`src/rtl/mem_stage.sv`:
```
// Memory-access pipeline stage: holds one instruction, runs a valid/data_ok bus
// access for loads and stores, and aligns/extends load data for writeback.
module mem_stage #(
    parameter int XLEN   = 64,
    parameter int REG_AW = 5
) (
    input  logic              clk,
    input  logic              reset,
    input  logic              in_valid,
    output logic              in_ready,
    input  logic [XLEN-1:0]   in_pc,
    input  logic [XLEN-1:0]   in_alu,
    input  logic [XLEN-1:0]   in_sdata,
    input  logic [REG_AW-1:0] in_dst,
    input  logic              in_regwrite,
    input  logic              in_memread,
    input  logic              in_memwrite,
    input  logic [2:0]        in_funct3,
    output logic              dreq_valid,
    output logic [XLEN-1:0]   dreq_addr,
    output logic [2:0]        dreq_size,
    output logic [7:0]        dreq_strobe,
    output logic [XLEN-1:0]   dreq_data,
    input  logic              dresp_data_ok,
    input  logic [XLEN-1:0]   dresp_data,
    output logic              out_valid,
    input  logic              out_ready,
    output logic [XLEN-1:0]   out_pc,
    output logic [REG_AW-1:0] out_dst,
    output logic              out_regwrite,
    output logic [XLEN-1:0]   out_data,
    output logic              out_misalign,
    output logic              fwd_valid,
    output logic [REG_AW-1:0] fwd_dst,
    output logic [XLEN-1:0]   fwd_data
);

    typedef enum logic [1:0] {IDLE, ACCESS, DONE} state_t;

    state_t state, state_nxt;

    logic [XLEN-1:0]   stage_pc;
    logic [XLEN-1:0]   stage_alu;
    logic [XLEN-1:0]   stage_sdata;
    logic [XLEN-1:0]   stage_data;
    logic [REG_AW-1:0] stage_dst;
    logic              stage_regwrite;
    logic              stage_memread;
    logic              stage_memwrite;
    logic [2:0]        stage_funct3;
    logic              stage_misalign;

    logic              accept;
    logic              in_mem;
    logic              in_misalign;
    logic [XLEN-1:0]   load_shifted;
    logic [XLEN-1:0]   load_ext;
    logic              load_sign;
    logic [7:0]        strobe_base;

    assign in_ready = (state == IDLE) || (state == DONE && out_ready);
    assign accept   = in_valid && in_ready;
    assign in_mem   = in_memread || in_memwrite;

    always_comb begin
        in_misalign = 1'b0;
        case (in_funct3[1:0])
            2'd0: in_misalign = 1'b0;
            2'd1: in_misalign = in_alu[0];
            2'd2: in_misalign = |in_alu[1:0];
            2'd3: in_misalign = |in_alu[2:0];
            default: in_misalign = 1'b0;
        endcase
    end

    always_ff @(posedge clk or posedge reset) begin
        if (reset) begin
            state <= IDLE;
        end else begin
            state <= state_nxt;
        end
    end

    always_comb begin
        state_nxt = state;
        case (state)
            IDLE: begin
                if (accept) state_nxt = (in_mem && !in_misalign) ? ACCESS : DONE;
            end
            ACCESS: begin
                if (dresp_data_ok) state_nxt = DONE;
            end
            DONE: begin
                if (accept) state_nxt = (in_mem && !in_misalign) ? ACCESS : DONE;
                else if (out_ready) state_nxt = IDLE;
            end
            default: state_nxt = IDLE;
        endcase
    end

    // Load data: move the addressed lane to bit 0, then sign/zero extend by size.
    assign load_shifted = dresp_data >> {stage_alu[2:0], 3'b000};
    assign load_sign    = ~stage_funct3[2];

    always_comb begin
        load_ext = load_shifted;
        case (stage_funct3[1:0])
            2'd0: load_ext = {{(XLEN-8){load_sign & load_shifted[7]}}, load_shifted[7:0]};
            2'd1: load_ext = {{(XLEN-16){load_sign & load_shifted[15]}}, load_shifted[15:0]};
            2'd2: load_ext = {{(XLEN-32){load_sign & load_shifted[31]}}, load_shifted[31:0]};
            default: load_ext = load_shifted;
        endcase
    end

    always_comb begin
        strobe_base = 8'h00;
        case (stage_funct3[1:0])
            2'd0: strobe_base = 8'h01;
            2'd1: strobe_base = 8'h03;
            2'd2: strobe_base = 8'h0F;
            default: strobe_base = 8'hFF;
        endcase
    end

    // Misalignment is resolved at capture so the DONE record is already final.
    always_ff @(posedge clk or posedge reset) begin
        if (reset) begin
            stage_pc       <= '0;
            stage_alu      <= '0;
            stage_sdata    <= '0;
            stage_data     <= '0;
            stage_dst      <= '0;
            stage_regwrite <= 1'b0;
            stage_memread  <= 1'b0;
            stage_memwrite <= 1'b0;
            stage_funct3   <= '0;
            stage_misalign <= 1'b0;
        end else if (accept) begin
            stage_pc       <= in_pc;
            stage_alu      <= in_alu;
            stage_sdata    <= in_sdata;
            stage_data     <= in_alu;
            stage_dst      <= in_dst;
            stage_regwrite <= in_regwrite && !(in_mem && in_misalign);
            stage_memread  <= in_memread;
            stage_memwrite <= in_memwrite;
            stage_funct3   <= in_funct3;
            stage_misalign <= in_mem && in_misalign;
        end else if (state == ACCESS && dresp_data_ok) begin
            stage_data <= stage_memread ? load_ext : stage_alu;
        end
    end

    assign dreq_valid  = (state == ACCESS);
    assign dreq_addr   = dreq_valid ? stage_alu : '0;
    assign dreq_size   = dreq_valid ? {1'b0, stage_funct3[1:0]} : 3'd0;
    assign dreq_strobe = (dreq_valid && stage_memwrite) ? (strobe_base << stage_alu[2:0]) : 8'h00;
    assign dreq_data   = (dreq_valid && stage_memwrite) ? (stage_sdata << {stage_alu[2:0], 3'b000}) : '0;

    assign out_valid    = (state == DONE);
    assign out_pc       = stage_pc;
    assign out_dst      = stage_dst;
    assign out_regwrite = stage_regwrite;
    assign out_data     = stage_data;
    assign out_misalign = stage_misalign;

    assign fwd_valid = (state == DONE) && stage_regwrite && (stage_dst != '0);
    assign fwd_dst   = stage_dst;
    assign fwd_data  = stage_data;

endmodule

```
`config.mk`:
```
export PLATFORM = sky130hd
export DESIGN_NAME = mem_stage
export DESIGN_NICKNAME = d
export VERILOG_FILES = /design/src/rtl/mem_stage.sv
export SDC_FILE = /design/constraint.sdc
export NUM_CORES = 1
export LEC_CHECK = 0
export ABC_CLOCK_PERIOD_IN_PS = 21100
export CAP_MARGIN = 20
export CORE_AREA = 10 10 235 237
export CTS_CLUSTER_SIZE = 10
export DETAILED_ROUTE_END_ITERATION = 16
export DIE_AREA = 0 0 245 247
export PLACE_DENSITY = 0.64
export SYNTH_ARGS = -nofsm -noshare
export SYNTH_HDL_FRONTEND = slang
export SYNTH_SLANG_ARGS = --single-unit
export TNS_END_PERCENT = 10
```
`constraint.sdc`:
```
create_clock -name clk -period 21.1 [get_ports clk]
set_input_delay 5.275 -clock clk [delete_from_list [all_inputs] [get_ports clk]]
set_output_delay 5.275 -clock clk [all_outputs]
set_load 0.05 [all_outputs]
```
==> metrics <==
cells after synthesis 1868; Clock H-tree levels 2; Initial Utilization 31.27%; clk_lat worst skew 0.55 ns; GR Util All Layers 24.17%; RSZ-0062 raised after global routing false; row cnt 83; Top Ports 619; status finished clean; GP Congestion 0.8936; CP top delay family buffers and inverters; Vert. Die Dim 247 µm; Post-CTS Setup Bufs 0; vias per cell 5.223; Ys Warns 0; Routed wire per std cell 25.16 µm; fillers 4984; upper clock frequency limit 82.79 MHz; Synth cell types 59; 1st-iter DRT viols 1364; Main synth FF type dfrtp_1; worst-path fanout max 2; largest net degree at the start of global routing 133; Pwr Total 0.002919 W; DPL Wire Length 56.46 mm; drt drc 0; CP endpoint kind output port; cts bufs inserted 35; CP Launch Type primary input; Final min period 12.08 ns; Final Hold Viols 0; Hold/Removal Path Class reg -> reg; Power Dens Cells 127.2 nW/µm²; CP Data Arrival Time 6.80 ns; clock group share of total power 19.6%; Reg power frac 28.5%; Root Driver clkbuf_16; vias in the first global route 16200; number of synthesized flops with an enable pin 0; hold buffers post-CTS 0; Routed WL 76.37 mm; slowest cell on the critical path clkdlybuf4s50_1; maximum VDD drop 64.51 µV; Placed Cells 2974; area of the multi-input gates 7900 µm²; register area 6766 µm²; flops & latches, synth 270; Setup Viol. Count Final 0; Avg Cell Area, Syn 8.482 µm²; die boundary width 245 µm; CP max stage delay 0.84 ns; TritonRoute pass-1 iters 7; Layout Skew 0.01442 ns; Comb power frac 51.9%; CP bufs+invs 3; CTS clk-pin slew, worst paths 0.05 ns; first-pass GRT wire length 110.4 mm; commonest non-fill, non-tap cells in the layout nand2_1 (690), clkdlybuf4s50_1 (617), dfrtp_1 (266), mux2i_1 (94), o21ai_0 (89); # clock sinks 270; Bufs on Longest Clock Path 3; critical path type in -> out; GR Overflow Total 0; Tightest Pin Transition 1.113 ns; mapped cell area 15850 µm²; Routed Antenna Nets 0; Leak 9.920 nW; fin area 22950 µm²; total internal power 0.001507 W; post-CTS sizing 0; Non-Filler Instances 3036; hold_ws 0.4696 ns; cell mode on critical path clkdlybuf4s50_1; initial antenna violation count 9; WP data required 15.83 ns; die area 60520 µm²; commonest non-fill, non-tap cell in the layout nand2_1; Cell Area, Placed 21880 µm²; Final nets 2603; max-cap violation count 0; crit-path cells clkdlybuf4s50_1, inv_1, a21oi_1, clkdlybuf4s50_1; Area Growth Syn to Fin 44.81%; Slew headroom 25.77%; Post-Syn Nets 2140; Final TNS setup 0 ns; Vias 15860; post-route clock period utilization 57.24%; Switch Pwr 0.001412 W; IO buf count 617; asr flop ratio synth 100.0%; Seq/Total Area, Yosys 42.64%; count of pins over their slew limit 0; CTS tree yes; core area 50680 µm²; Sw Share 48.36%; layout cells sized above 1 6.346%
## power groups by stage
stage | Sequential [W] | Clock [W] | Combinational (W)
after floorplan | 0.00104 | 0 | 0.000804
after global placement | 0.000829 | 0 | 0.00151
after detailed placement | 0.000837 | 0 | 0.00152
after CTS | 0.000830 | 0.000584 | 0.00153
after global routing | 0.000852 | 0.000605 | 0.00160
final | 0.000832 | 0.000572 | 0.00152
## path summary, 6_finish.rpt
kind | startpoint | endpoint | slack, ns | cells past startpoint
hold / removal | out_pc[23] | out_pc[23] | 0.47 | 2
setup reg to reg | stage_alu[1] | fwd_data[25] | 17.34 | 6
min in group asynchronous | reset | out_pc[39] | 5.24 | 2
setup / recovery | out_ready | in_ready | 9.02 | 4
max in group asynchronous | reset | out_pc[17] | 14.15 | 3
hold reg to reg | out_pc[23] | out_pc[23] | 0.47 | 2
## per-layer routing
metal | GRT usage (%) | vias to the layer above | wire (µm)
li1 | - | 7205 | -
met1 | 27.94 | 7756 | 29270
met2 | 40.83 | 771 | 37250
met3 | 7.348 | 124 | 6878
met4 | 10.48 | 2 | 2956
met5 | 0 | - | 13
## logic make-up after synthesis
| family | after synthesis | share of synthesized area, % |
|---|---|---|
| flip-flops | 270 | 42.64 |
| buffers and inverters | 219 | 7.683 |
| multiplexers | 148 | 11.48 |
| AND/OR/NAND/NOR | 933 | 24.98 |
| AO/OA/AOI/OAI | 297 | 13.19 |
| other | 1 | 0.02367 |
## sequential cells by signal (all words and copies together), names as in the netlist
signal and count:
out_pc 64, state 2, stage_sdata 64, stage_memread 1, fwd_dst 5, fwd_data 64
stage_memwrite 1, stage_funct3 3, out_misalign 1, stage_alu 64, out_regwrite 1
## cells in the mapped netlist (3+ instances only)
library cell  number  area [µm²]
mux2_2            30       337.8
nor2b_1           26       162.7
nor3_1             6       30.03
or3_1             14       87.58
or2_2              4       25.02
o2bb2ai_1          8       70.07
o211a_1            4       40.04
buf_4             79       593.1
nor2_1            73       274.0
o22ai_1            9       56.30
mux2i_1           94       940.9
o21a_1             3       22.52
nor3_2             3       30.03
a222oi_1          15       150.1
o311a_1            8       80.08
a221o_1            4       40.04
mux4_2            24       540.5
a32oi_1           36       315.3
nand2_1          691        2594
a211o_1            3       26.28
dfrtp_1          270        6756
a211oi_1          27       202.7
o2111ai_1          5       43.79
a21oi_1           39       195.2
clkbuf_1          96       360.4
nand2b_1           5       31.28
buf_2             25       125.1
nand3_1           11       55.05
o211ai_1           9       67.56
inv_1              8       30.03
and2_1            79       494.2
a22oi_1           14       105.1
and3_1            13       81.33
buf_6              9       101.4
o221ai_1           3       26.28
o21ai_0           89       445.4
## worst register-to-register path, cell delays in order (launching register included)
cell	delay (ns)
dfrtp_4	1.02
buf_4	0.80
mux2i_1	0.51
a22oi_1	0.16
and4_1	0.26
o31ai_2	0.63
o2111ai_1	0.22
## per-stage QoR
stage | setup slack (ns) | utilization [%]
after detailed placement | 9.024 | 43.18
final | 9.022 | 45.28
after global routing | 8.924 | 45.27
after floorplan | 8.386 | -
after global placement | 9.008 | 43.18
after CTS | 9.010 | 45.24
## cell type report
type / instances / area share, %
multi-input cells: 1379 / 34.43
diodes: 8 / 0.08725
repair buffers: 637 / 27.57
clock inverters: 5 / 0.1963
flip-flops and latches: 270 / 29.49
clock buffers: 49 / 4.357
well taps: 680 / 3.708
inverters: 8 / 0.1636
No activity file was read; power rests on OpenSTA's default activity.
